## src/rtl/uart_tx_fifo.sv

```systemverilog
// uart_tx_fifo: memory-mapped UART transmit channel.
// Software stores bytes into a TX FIFO. A baud-timed serializer drains the FIFO
// onto o_tx using 1 start bit, 8 data bits (LSB first), an optional parity bit
// and 1 stop bit. STATUS reports busy/full/empty/overflow and the FIFO count.
// Build option: define UART_TX_PARITY_EN to insert an even-parity bit after the
// data bits, giving an 11-bit frame. Without it the frame is 10 bits.
module uart_tx_fifo #(
  parameter int DATA_WIDTH   = 32,
  parameter int CLKS_PER_BIT = 434,
  parameter int FIFO_DEPTH   = 8
) (
  input  logic                  i_clk,
  input  logic                  i_rst_n,
  input  logic [DATA_WIDTH-1:0] i_wd,
  input  logic [31:0]           i_address,
  input  logic                  i_we,
  input  logic                  i_re,
  output logic [DATA_WIDTH-1:0] o_rd,
  output logic                  o_tx
);

  localparam int PTR_W  = (FIFO_DEPTH > 1) ? $clog2(FIFO_DEPTH) : 1;
  localparam int CNT_W  = $clog2(FIFO_DEPTH + 1);
  localparam int BAUD_W = (CLKS_PER_BIT > 1) ? $clog2(CLKS_PER_BIT) : 1;

  localparam logic [CNT_W-1:0]  CNT_FULL   = CNT_W'(FIFO_DEPTH);
  localparam logic [CNT_W-1:0]  CNT_ONE    = CNT_W'(1);
  localparam logic [CNT_W-1:0]  CNT_ZERO   = CNT_W'(0);
  localparam logic [PTR_W-1:0]  PTR_ONE    = PTR_W'(1);
  localparam logic [PTR_W-1:0]  PTR_ZERO   = PTR_W'(0);
  localparam logic [BAUD_W-1:0] BAUD_LAST  = BAUD_W'(CLKS_PER_BIT - 1);
  localparam logic [BAUD_W-1:0] BAUD_ONE   = BAUD_W'(1);
  localparam logic [BAUD_W-1:0] BAUD_ZERO  = BAUD_W'(0);
  localparam logic [1:0]        REG_TXDATA = 2'd0;
  localparam logic [1:0]        REG_STATUS = 2'd1;

  typedef enum logic [2:0] {
    ST_IDLE   = 3'd0,
    ST_START  = 3'd1,
    ST_DATA   = 3'd2,
`ifdef UART_TX_PARITY_EN
    ST_PARITY = 3'd3,
`endif
    ST_STOP   = 3'd4
  } state_t;

  // Even parity of one data byte: the bit that makes the total count of ones even.
  function automatic logic even_parity(input logic [7:0] data);
    return ^data;
  endfunction

  // FIFO storage and bookkeeping
  logic [7:0]       fifo_mem_r [FIFO_DEPTH];
  logic [PTR_W-1:0] wr_ptr_r;
  logic [PTR_W-1:0] rd_ptr_r;
  logic [CNT_W-1:0] count_r;
  logic             overflow_r;

  // Serializer state
  state_t           state_r;
  state_t           state_next_s;
  logic [BAUD_W-1:0] baud_cnt_r;
  logic [BAUD_W-1:0] baud_next_s;
  logic [2:0]       bit_cnt_r;
  logic [2:0]       bit_next_s;
  logic [7:0]       shift_r;
  logic [7:0]       shift_next_s;
  logic             tx_r;
  logic             tx_next_s;
`ifdef UART_TX_PARITY_EN
  logic             parity_r;
  logic             parity_next_s;
`endif

  // Bus decode and status
  logic [1:0]            reg_sel_s;
  logic                  txdata_wr_s;
  logic                  push_s;
  logic                  drop_s;
  logic                  pop_s;
  logic                  clr_ovf_s;
  logic                  full_s;
  logic                  empty_s;
  logic                  busy_s;
  logic                  bit_end_s;
  logic [DATA_WIDTH-1:0] status_s;
  logic [DATA_WIDTH-1:0] rd_s;
  logic                  unused_s;

  // Only the low data byte and address bits [3:2] carry meaning on this slave.
  assign unused_s = ^{i_wd[DATA_WIDTH-1:8], i_address[31:4], i_address[1:0]};

  // Decode the bus access; full is sampled before any same-edge pop, so a store to a full FIFO is dropped.
  always_comb begin
    reg_sel_s   = i_address[3:2];
    full_s      = (count_r == CNT_FULL);
    empty_s     = (count_r == CNT_ZERO);
    txdata_wr_s = i_we && (reg_sel_s == REG_TXDATA);
    push_s      = txdata_wr_s && !full_s;
    drop_s      = txdata_wr_s && full_s;
    clr_ovf_s   = i_re && (reg_sel_s == REG_STATUS);
  end

  // FIFO pointers, storage, occupancy count and the sticky overflow flag.
  always_ff @(posedge i_clk or negedge i_rst_n) begin
    if (!i_rst_n) begin
      for (int i = 0; i < FIFO_DEPTH; i++) begin
        fifo_mem_r[i] <= 8'h00;
      end
      wr_ptr_r   <= PTR_ZERO;
      rd_ptr_r   <= PTR_ZERO;
      count_r    <= CNT_ZERO;
      overflow_r <= 1'b0;
    end else begin
      if (push_s) begin
        fifo_mem_r[wr_ptr_r] <= i_wd[7:0];
        wr_ptr_r             <= wr_ptr_r + PTR_ONE;
      end
      if (pop_s) begin
        rd_ptr_r <= rd_ptr_r + PTR_ONE;
      end
      case ({push_s, pop_s})
        2'b10:   count_r <= count_r + CNT_ONE;
        2'b01:   count_r <= count_r - CNT_ONE;
        default: count_r <= count_r;
      endcase
      // A dropped store outranks a coincident clearing read.
      if (drop_s) begin
        overflow_r <= 1'b1;
      end else if (clr_ovf_s) begin
        overflow_r <= 1'b0;
      end
    end
  end

  // Serializer state register; o_tx is registered so the pin never glitches.
  always_ff @(posedge i_clk or negedge i_rst_n) begin
    if (!i_rst_n) begin
      state_r    <= ST_IDLE;
      baud_cnt_r <= BAUD_ZERO;
      bit_cnt_r  <= 3'd0;
      shift_r    <= 8'h00;
      tx_r       <= 1'b1;
`ifdef UART_TX_PARITY_EN
      parity_r   <= 1'b0;
`endif
    end else begin
      state_r    <= state_next_s;
      baud_cnt_r <= baud_next_s;
      bit_cnt_r  <= bit_next_s;
      shift_r    <= shift_next_s;
      tx_r       <= tx_next_s;
`ifdef UART_TX_PARITY_EN
      parity_r   <= parity_next_s;
`endif
    end
  end

  // Next-state logic: pop from IDLE, then step through the frame one bit time at a time.
  always_comb begin
    state_next_s  = state_r;
    baud_next_s   = baud_cnt_r;
    bit_next_s    = bit_cnt_r;
    shift_next_s  = shift_r;
    pop_s         = 1'b0;
    bit_end_s     = (baud_cnt_r == BAUD_LAST);
`ifdef UART_TX_PARITY_EN
    parity_next_s = parity_r;
`endif
    case (state_r)
      ST_IDLE: begin
        if (!empty_s) begin
          pop_s         = 1'b1;
          shift_next_s  = fifo_mem_r[rd_ptr_r];
          baud_next_s   = BAUD_ZERO;
          state_next_s  = ST_START;
`ifdef UART_TX_PARITY_EN
          parity_next_s = even_parity(fifo_mem_r[rd_ptr_r]);
`endif
        end else begin
          state_next_s = ST_IDLE;
        end
      end
      ST_START: begin
        if (bit_end_s) begin
          baud_next_s  = BAUD_ZERO;
          bit_next_s   = 3'd0;
          state_next_s = ST_DATA;
        end else begin
          baud_next_s = baud_cnt_r + BAUD_ONE;
        end
      end
      ST_DATA: begin
        if (bit_end_s) begin
          baud_next_s  = BAUD_ZERO;
          shift_next_s = {1'b0, shift_r[7:1]};
          if (bit_cnt_r == 3'd7) begin
            bit_next_s = 3'd0;
`ifdef UART_TX_PARITY_EN
            state_next_s = ST_PARITY;
`else
            state_next_s = ST_STOP;
`endif
          end else begin
            bit_next_s = bit_cnt_r + 3'd1;
          end
        end else begin
          baud_next_s = baud_cnt_r + BAUD_ONE;
        end
      end
`ifdef UART_TX_PARITY_EN
      ST_PARITY: begin
        if (bit_end_s) begin
          baud_next_s  = BAUD_ZERO;
          state_next_s = ST_STOP;
        end else begin
          baud_next_s = baud_cnt_r + BAUD_ONE;
        end
      end
`endif
      ST_STOP: begin
        if (bit_end_s) begin
          baud_next_s  = BAUD_ZERO;
          state_next_s = ST_IDLE;
        end else begin
          baud_next_s = baud_cnt_r + BAUD_ONE;
        end
      end
      default: begin
        baud_next_s  = BAUD_ZERO;
        bit_next_s   = 3'd0;
        state_next_s = ST_IDLE;
      end
    endcase
  end

  // Output logic: the pin level follows the state being entered so o_tx changes on the same edge.
  always_comb begin
    busy_s = (state_r != ST_IDLE);
    case (state_next_s)
      ST_IDLE:   tx_next_s = 1'b1;
      ST_START:  tx_next_s = 1'b0;
      ST_DATA:   tx_next_s = shift_next_s[0];
`ifdef UART_TX_PARITY_EN
      ST_PARITY: tx_next_s = parity_next_s;
`endif
      ST_STOP:   tx_next_s = 1'b1;
      default:   tx_next_s = 1'b1;
    endcase
  end

  // STATUS word and the combinational load-data mux.
  always_comb begin
    status_s       = {DATA_WIDTH{1'b0}};
    status_s[0]    = busy_s;
    status_s[1]    = full_s;
    status_s[2]    = empty_s;
    status_s[3]    = overflow_r;
    status_s[15:8] = 8'(count_r);
    case (reg_sel_s)
      REG_STATUS: rd_s = status_s;
      default:    rd_s = {DATA_WIDTH{1'b0}};
    endcase
  end

  assign o_rd = rd_s;
  assign o_tx = tx_r;

endmodule

```

## config.mk

```make
export PLATFORM = sky130hd
export DESIGN_NAME = uart_tx_fifo
export DESIGN_NICKNAME = d
export VERILOG_FILES = /design/src/rtl/uart_tx_fifo.sv
export SDC_FILE = /design/constraint.sdc
export NUM_CORES = 1
export LEC_CHECK = 0
export ABC_AREA = 1
export CAP_MARGIN = 20
export CORE_MARGIN = 3
export CORE_UTILIZATION = 35
export CTS_BUF_LIST = sky130_fd_sc_hd__clkbuf_8 sky130_fd_sc_hd__clkbuf_16
export CTS_CLUSTER_DIAMETER = 40
export DETAILED_ROUTE_END_ITERATION = 6
export DONT_BUFFER_PORTS = 1
export PLACE_DENSITY_LB_ADDON = 0.2
export SLEW_MARGIN = 0
export SYNTH_ARGS = -nofsm -noshare
export SYNTH_HDL_FRONTEND = slang
export SYNTH_SLANG_ARGS = --single-unit
```

## constraint.sdc

```tcl
create_clock -name i_clk -period 4.46 [get_ports i_clk]
set_clock_uncertainty 0.1 [all_clocks]
set_input_delay 0.446 -clock i_clk [delete_from_list [all_inputs] [get_ports i_clk]]
set_output_delay 0.446 -clock i_clk [all_outputs]
set_load 0.05 [all_outputs]
```

==> After elaboration in Yosys (flattened, before gate mapping) <==
Index checks and enable logic that the tools add are counted.
{ "word_totals": {"output_inout_bits": 33, "ff_bits": 99} }
{ "classes": {"reduce_logical": 17, "addsub": 6, "n_lt_le_gt_ge": 3, "muxes": 29, "n_eq_ne": 14, "bitwise": 3} }
{ "ops": {"columns": ["cell", "n"], "rows": [
  ["64-bit bitwise mux", 1],
  ["8-bit two-way mux", 5],
  ["8-bit binary-select mux with 3-bit select", 1],
  ["8-bit demux with 3-bit select", 1],
  ["3-bit two-way mux", 7],
  ["9-bit two-way mux", 2],
  ["9-bit case mux with 2 select lines", 1],
  ["8-bit case mux with 2 select lines", 1],
  ["12-bit two-way mux", 1],
  ["3-bit case mux with 4 select lines", 1],
  ["3-bit by 1-bit adder with 3-bit output (second input constant)", 3],
  ["9-bit by 1-bit adder with 9-bit output (second input constant)", 1],
  ["9-bit == test (second input constant)", 1],
  ["3-bit case mux with 3 select lines", 1],
  ["4-bit greater-or-equal comparator (second input constant)", 2],
  ["3-bit NOT with 4-bit output", 2],
  ["4-bit case mux with 2 select lines", 1],
  ["3-bit by 1-bit == test with 1-bit output (second input constant)", 2],
  ["3-bit by 2-bit == test with 1-bit output (second input constant)", 2],
  ["3-bit == test (second input constant)", 2],
  ["2-bit inequality test (second input constant)", 3],
  ["3-bit AND reduction", 2],
  ["2-bit nonzero test", 3],
  ["1-bit logical AND", 5],
  ["other kinds (16)", 21]
]} }

==> Longest topological paths before layout <==
Gate-level depths: netlist of run 1.
{ "depth": {"word_depth": 7, "depth_mapped": 12} }

==> Least setup slack after synthesis of run 1 <==
No wires, ideal clock.
{ "synth_timing": {"kind": "register to register", "from": "register state_r[2]", "to": "register count_r[3]", "path_slack_ps": 2065, "arrival_ps": 2170, "stages_incl_launch_ff": 11, "setup_time_ps": 125, "path_buffers": 1, "cell_sequence": "dfrtp_1 nor2_1 nand2_1 nor2_1 buf_2 ha_1 ha_1 a21oi_1 o21ai_0 xor2_1 mux2_2"} }
{ "synth_between": {"elab_chain_len": 4} }
{ "synth_lines": {"columns": ["item", "line", "rtl"], "rows": [
  ["start: declaration", "60", "state_t state_r;"],
  ["start signal: assignment", "148", "state_r <= state_next_s;"],
  ["3-bit zero test (*)", "170", "case (state_r)"],
  ["1-bit two-way mux (*)", "170", null],
  ["net pop_s", "80", "logic pop_s;"],
  ["2-bit by 1-bit == test with 1-bit output / 2-bit == test (equally long branches)", "122", "case ({push_s, pop_s})"],
  ["4-bit case mux with 2 select lines / 2-bit nonzero test (equally long branches)", null, null],
  ["end signal: assignment", "123", "2'b10: count_r <= count_r + CNT_ONE;"],
  ["end signal: assignment", "124", "2'b01: count_r <= count_r - CNT_ONE;"],
  ["end signal: assignment", "125", "default: count_r <= count_r;"],
  ["end: declaration", "56", "logic [CNT_W-1:0] count_r;"]
]} }
Mark *: on every way through the listed nets, which the timed path passes. The rest lies on a longest branch.
A chain may end at the register's enable or synchronous reset.

==> Worst setup path in the final report of run 1 <==
{ "layout_timing": {"from": "register count_r[1]", "to": "register count_r[3]"} }
{ "layout_between": {"elab_chain_len": 5} }
{ "layout_lines": {"columns": ["item", "line"], "rows": [
  ["4-bit zero test / 4-bit == test (equally long branches)", "97, 96"],
  ["1-bit two-way mux / 1-bit zero test (equally long branches)", "172, 99"],
  ["1-bit two-way mux / 1-bit logical AND (equally long branches)", "170, 99"],
  ["2-bit by 1-bit == test with 1-bit output / 2-bit == test (equally long branches)", "122"],
  ["4-bit case mux with 2 select lines / 2-bit nonzero test (equally long branches)", null]
]} }
Several ways; a longest one is shown, not always the timed one.

==> impl_metrics.tcl, run 1 <==
set metrics [dict create \
    numPortBuffers 0 \
    num_vias 3749 \
    place.gp.congestion 0.773 \
    powerDensity_mw_per_mm2 670 \
    clock_latency_ps 360 \
    period_share_pct 57.0 \
    layout_common_cells "nand2_1, dfrtp_1, o21ai_1, nor2_1" \
    max_slew_margin_pct 31.9 \
    cts_setup_buffers 0 \
    synth.cell_area_mm2 0.00508 \
    slew_viol_final 0 \
    setup_viol 0 \
    layout_commonest_cell "nand2_1" \
    ys_warn_count 0 \
    grt_overflow 0 \
    syn-mean-instance-area_um2 8.73 \
    hold_class "input pin to flip-flop" \
    cts_buffers 9 \
    finalCriticalPeriod_ps 2540 \
    setup-tns-final_ps 0 \
    yosysSeqAreaShare_pct 48.8 \
    grt_max_degree 100 \
    path_class "flip-flop to flip-flop" \
    cpLargestDelayFamily "adder cells" \
    rsz0062_at_grt "no" \
    die_h_um 127 \
    ys_ff_latch 99 \
    cp_slowest_cell "dfrtp_1" \
    arrival_ps 2680 \
    final_cell_area_mm2 0.00544 \
    drc 0 \
    clock-sinks 99 \
    multi_input_area_mm2 0.00218 \
    track_usage_pct 14.4 \
    crit_path_start_kind "flip-flop" \
    cp_max_fo 14 \
    wl_mm 10.8 \
    maxCapViolations 0 \
    dr.first_iter.drc_count 289 \
    row_count 43 \
    antenna_left 0 \
    synth_cell_types 40 \
    nFillCells 1418 \
    htree_num_levels 3 \
    initial_core_util_pct 36.2 \
    ir_worst_vdd_v 0.000330 \
    area_growth_pct 7.04 \
    die_x_um 127 \
    ff2ff_setup_slack_ps 1920 \
    seq_area_mm2 0.00248 \
    nets 652 \
    drive_gt1_share_pct 13.1 \
    grt_pass1_vias 3577 \
    post_drt_via_cell_ratio 4.94 \
    worst_pin_slew_ps 1020 \
    power.leakage_uw 0.00254 \
    cp.required_ps 4600 \
    end_kind "flip-flop" \
    fmax_mhz 394 \
    antenna_found_initial 0 \
    outcome "finished clean" \
    num_antenna_cells 0 \
    worstPathCellList "inv_2 -> nand3_2 -> nor2_1 -> nor2_1 -> buf_4 -> ha_1 -> ha_1 -> a21oi_1 -> o21ai_0 -> xor2_1 -> mux2_2" \
    ios 101 \
    syn_inst 582 \
    finalHoldViolations 0 \
    cp_num_buf_inv 2 \
    clkSlewWorstSetupHoldPaths_ps 70 \
    cts_resized 0 \
    critPathMaxStageDelay_ps 410 \
    grt_first_pass_wirelength_mm 18.4 \
    cts_tree "done" \
    dieArea_mm2 0.0160 \
    clockRootBuffer "clkbuf_16" \
    clock_path_buffers 2 \
    drt-pass1-iter-count 4 \
    place_area_mm2 0.00509 \
    routedWlPerCell_um 14.2 \
    post-dp-hpwl_mm 6.99 \
    core-area_mm2 0.0140 \
]
[registers in the layout, summed over array words and instances (netlist names)]
register,count
shift_r,8
overflow_r,1
o_tx,1
state_r,3
rd_ptr_r,3
fifo_mem_r,64
bit_cnt_r,3
baud_cnt_r,9
wr_ptr_r,3
count_r,4
[cells by family after synthesis]
kind of cell	count (synthesis)	share of synthesized area, %
buffers and inverters	95	10.1
other	1	0.0738
adder cells (fa/ha/maj)	10	2.61
AO/OA/AOI/OAI	136	15.7
flip-flops	99	48.8
AND/OR/NAND/NOR	232	21.1
multiplexers	1	0.222
XOR/XNOR	8	1.38
[path summary, 6_finish.rpt]
kind	from	end	cells past startpoint
max in group asynchronous	i_rst_n	fifo_mem_r[40]	2
min in group asynchronous	i_rst_n	state_r[2]	2
worst min register to register	fifo_mem_r[51]	fifo_mem_r[51]	2
worst min-delay path	i_re	overflow_r	2
worst max-delay path	count_r[1]	count_r[3]	11
worst max register to register	count_r[1]	count_r[3]	11
[metrics by stage]
step / std cells / total power [µW] / util, % / hold slack [ps] / worst slack, ps
2_1_floorplan: 605 / 2560 / - / 50.4 / 2070
3_3_place_gp: 741 / 2790 / 36.2 / 53.5 / 1970
3_5_place_dp: 741 / 2830 / 36.2 / 53.1 / 1930
4_1_cts: 759 / 3680 / 38.7 / 216 / 1910
5_1_grt: 759 / 3970 / 38.7 / 222 / 1760
6_report: 759 / 3640 / 38.7 / 228 / 1920
[repair_timing]
action,CTS,global route
hold endpoints to repair,99,0
setup endpoints to repair,0,0
hold buffers,2,0
[cell type report]
cell class | instances | area share, %
sequential | 99 | 45.6
inverter | 48 | 3.40
clock buffer | 9 | 4.14
tap | 180 | 4.14
multi-input combinational | 411 | 40.0
timing repair buffer | 5 | 1.10
clock inverter | 7 | 1.61
[cell usage after synthesis]
library cell | number | area (µm²)
a21boi_1 | 1 | 7.51
a21oi_1 | 6 | 30.0
a21oi_2 | 1 | 8.76
a32o_1 | 1 | 10.0
buf_2 | 9 | 45.0
buf_4 | 25 | 188
buf_6 | 6 | 67.6
clkbuf_1 | 7 | 26.3
clkinv_1 | 1 | 3.75
conb_1 | 1 | 3.75
dfrtp_1 | 98 | 2450
dfstp_2 | 1 | 26.3
fa_1 | 1 | 20.0
ha_1 | 9 | 113
inv_1 | 29 | 109
inv_2 | 17 | 63.8
inv_6 | 1 | 8.76
mux2_2 | 1 | 11.3
nand2_1 | 115 | 432
nand2_2 | 3 | 18.8
nand2_4 | 4 | 45.0
nand3_1 | 27 | 135
nand3_2 | 1 | 10.0
nand3_4 | 3 | 52.6
nand4_1 | 3 | 18.8
nand4_4 | 2 | 42.5
nor2_1 | 59 | 221
nor2_2 | 5 | 31.3
nor2_8 | 1 | 20.0
nor3_1 | 7 | 35.0
o211ai_1 | 10 | 75.1
o21ai_0 | 30 | 150
o21ai_1 | 61 | 305
o21ai_2 | 17 | 149
o221ai_1 | 3 | 26.3
o22ai_1 | 6 | 37.5
or2_0 | 1 | 6.26
or2_1 | 1 | 6.26
xnor2_1 | 1 | 8.76
xor2_1 | 7 | 61.3
[power breakdown]
group	internal (µW)	total [µW]	switching, µW
clock network	446	818	372
logic	462	1300	835
registers	1250	1530	281
[routing by layer]
layer / wire (µm) / track usage (%) / vias to the layer above
li1: - / - / 1855
met1: 5320 / 20.5 / 1802
met2: 4800 / 21.5 / 78
met4: 157 / 4.54 / 0
met3: 478 / 3.71 / 14
met5: 0 / 0 / -
No activity file was read; power rests on OpenSTA's default activity.
==> run 2, diff against run 1 <==
==> constraint.sdc (replaced) <==
create_clock -name i_clk -period 2.3 [get_ports i_clk]
set_clock_uncertainty 0.1 [all_clocks]
set_input_delay 0.23 -clock i_clk [delete_from_list [all_inputs] [get_ports i_clk]]
set_output_delay 0.23 -clock i_clk [all_outputs]
set_load 0.05 [all_outputs]
==> run 2 against run 1 <==
The flow now finishes with violations (hold timing). Via count up 1.1%. Register-to-register slack got worse by 1800 ps. Critical path depth fell by 1. Routed wire length decreased by 1.4%. Worst setup slack worse by 1800 ps. Sequential cell count unchanged. Die area stayed put. Global-route usage decreased by 0.35 points. Clock-buffer cell count is the same. Sequential power rose by 88%. Non-clock buffer count up 13. Cell count is 1.7% higher. Critical path type unchanged.
==> impl_metrics.tcl, run 2 (synthesis results as in run 1) <==
set metrics [dict create \
    outcome "complete, but fails checks" \
    violations "hold timing" \
    drt-pass1-iter-count 4 \
    nFillCells 1402 \
    dp_slack_ps 46.1 \
    crit_path_start_kind "flip-flop" \
    cp_max_fo 4 \
    rsz0062_at_grt "no" \
    drc 0 \
    row_count 43 \
    cp.required_ps 2430 \
    num_antenna_cells 0 \
    ff2ff_setup_slack_ps 120 \
    seq_area_mm2 0.00248 \
    dr.first_iter.drc_count 193 \
    power.leakage_uw 0.00261 \
    arrival_ps 2310 \
    holdWs_ps -527 \
    area_growth_pct 9.87 \
    multi_input_area_mm2 0.00222 \
    powerDensity_mw_per_mm2 1310 \
    regMostFlops "fifo_mem_r" \
    die_x_um 127 \
    num_vias 3792 \
    hold_class "input pin to asynchronous set/reset pin" \
    clkSlewWorstSetupHoldPaths_ps 70 \
    path_class "flip-flop to flip-flop" \
    routedWlPerCell_um 13.7 \
    initial_core_util_pct 36.2 \
    largest_reg_flops 64 \
    clock-sinks 99 \
    htree_num_levels 3 \
    grt_overflow 0 \
    die_h_um 127 \
    ios 101 \
    grt_max_degree 100 \
    reg2reg_depth 10 \
    hold_buffers 2 \
    finalCriticalPeriod_ps 2180 \
    clockRootBuffer "clkbuf_16" \
    cts_buffers 9 \
    maxCapViolations 0 \
    worst_pin_slew_ps 563 \
    wl_mm 10.6 \
    setup-tns-final_ps 0 \
    grt_first_pass_wirelength_mm 18.2 \
    slew_viol_final 0 \
    antenna_found_initial 0 \
    clock_path_buffers 2 \
    antenna_left 0 \
    r2r_end "count_r[3]" \
    track_usage_pct 14.0 \
    layout_commonest_cell "nand2_1" \
    setup_viol 0 \
    final_util_pct 39.8 \
    clock_latency_ps 350 \
    end_kind "flip-flop" \
    place.gp.congestion 0.783 \
    finalHoldViolations 99 \
    r2r_start "count_r[0]" \
    cts_tree "done" \
    post-dp-hpwl_mm 6.94 \
    ir_worst_vdd_v 0.000657 \
    core-area_mm2 0.0140 \
    drive_gt1_share_pct 15.7 \
    setup_slack_ps 118 \
    grt_pass1_vias 3563 \
    period_share_pct 94.9 \
    nets 665 \
    top_regs "fifo_mem_r x64, baud_cnt_r x9, shift_r x8" \
    dieArea_mm2 0.0160 \
    fmax_mhz 458 \
    layout_common_cells "nand2_1, dfrtp_1, o21ai_1, nor2_1, o21ai_0" \
    max_slew_margin_pct 62.4 \
    post_drt_via_cell_ratio 4.91 \
    numPortBuffers 0 \
]
-- run 2: cell count changes in the layout (fill, tap and decap cells not counted), sizes merged --
cell         previous run  this run
bufinv                  1         2
dlygate4sd3             1         2
inv                    50        51
clkinv                  4         2
buf                     4        16
-- run 2: worst max-delay path by stage --
stage	from	endpoint	slack (ps)	depth (start not counted)
floorplan	state_r[2]	count_r[3]	10	10
global placement	state_r[2]	count_r[3]	50	9
detailed placement	state_r[2]	count_r[3]	50	9
CTS	state_r[2]	count_r[3]	20	9
global route	count_r[0]	count_r[3]	1	10
finish	count_r[0]	count_r[3]	120	10
-- run 2: per-layer routing --
layer | vias up | track usage [%] | wire length, µm
met2 | 59 | 22.4 | 5010
met3 | 9 | 3.03 | 275
met4 | 0 | 3.79 | 125
li1 | 1902 | - | -
met5 | - | 0 | 0
met1 | 1822 | 19.4 | 5190
-- run 2: cell type report --
type	count	area share [%]
sequential	99	44.4
timing repair buffer	18	2.51
clock inverter	7	2.04
clock buffer	9	4.03
tap	180	4.03
inverter	48	3.32
multi-input combinational	411	39.7
-- run 2: metrics by stage --
| stage | std cells | power [µW] | instance area (µm²) |
|---|---|---|---|
| after floorplan | 605 | 4990 | 5180 |
| after global placement | 753 | 5490 | 5190 |
| after detailed placement | 753 | 5570 | 5190 |
| after CTS | 771 | 7320 | 5550 |
| after global routing | 772 | 7920 | 5580 |
| final | 772 | 7300 | 5580 |
-- run 2: worst max-delay path, stage by stage, from the launching register on --
cell     delay (ps)
dfrtp_1         400
inv_2           120
nand3_4         100
nor2_4          150
nor2_4           50
ha_4            170
ha_1            320
a21oi_1         140
o21ai_0         110
xor2_1          150
mux2_2          260
-- run 2: timing repair --
item                       in CTS  in global routing
resized for setup               0                  4
buffers inserted                0                  1
hold endpoints to repair      100                 99
setup endpoints to repair       0                  1
-- run 2: where the power goes --
group	switching (µW)	internal (µW)
clock	725	983
combinational	1720	988
sequential	463	2420
total	2910	4390
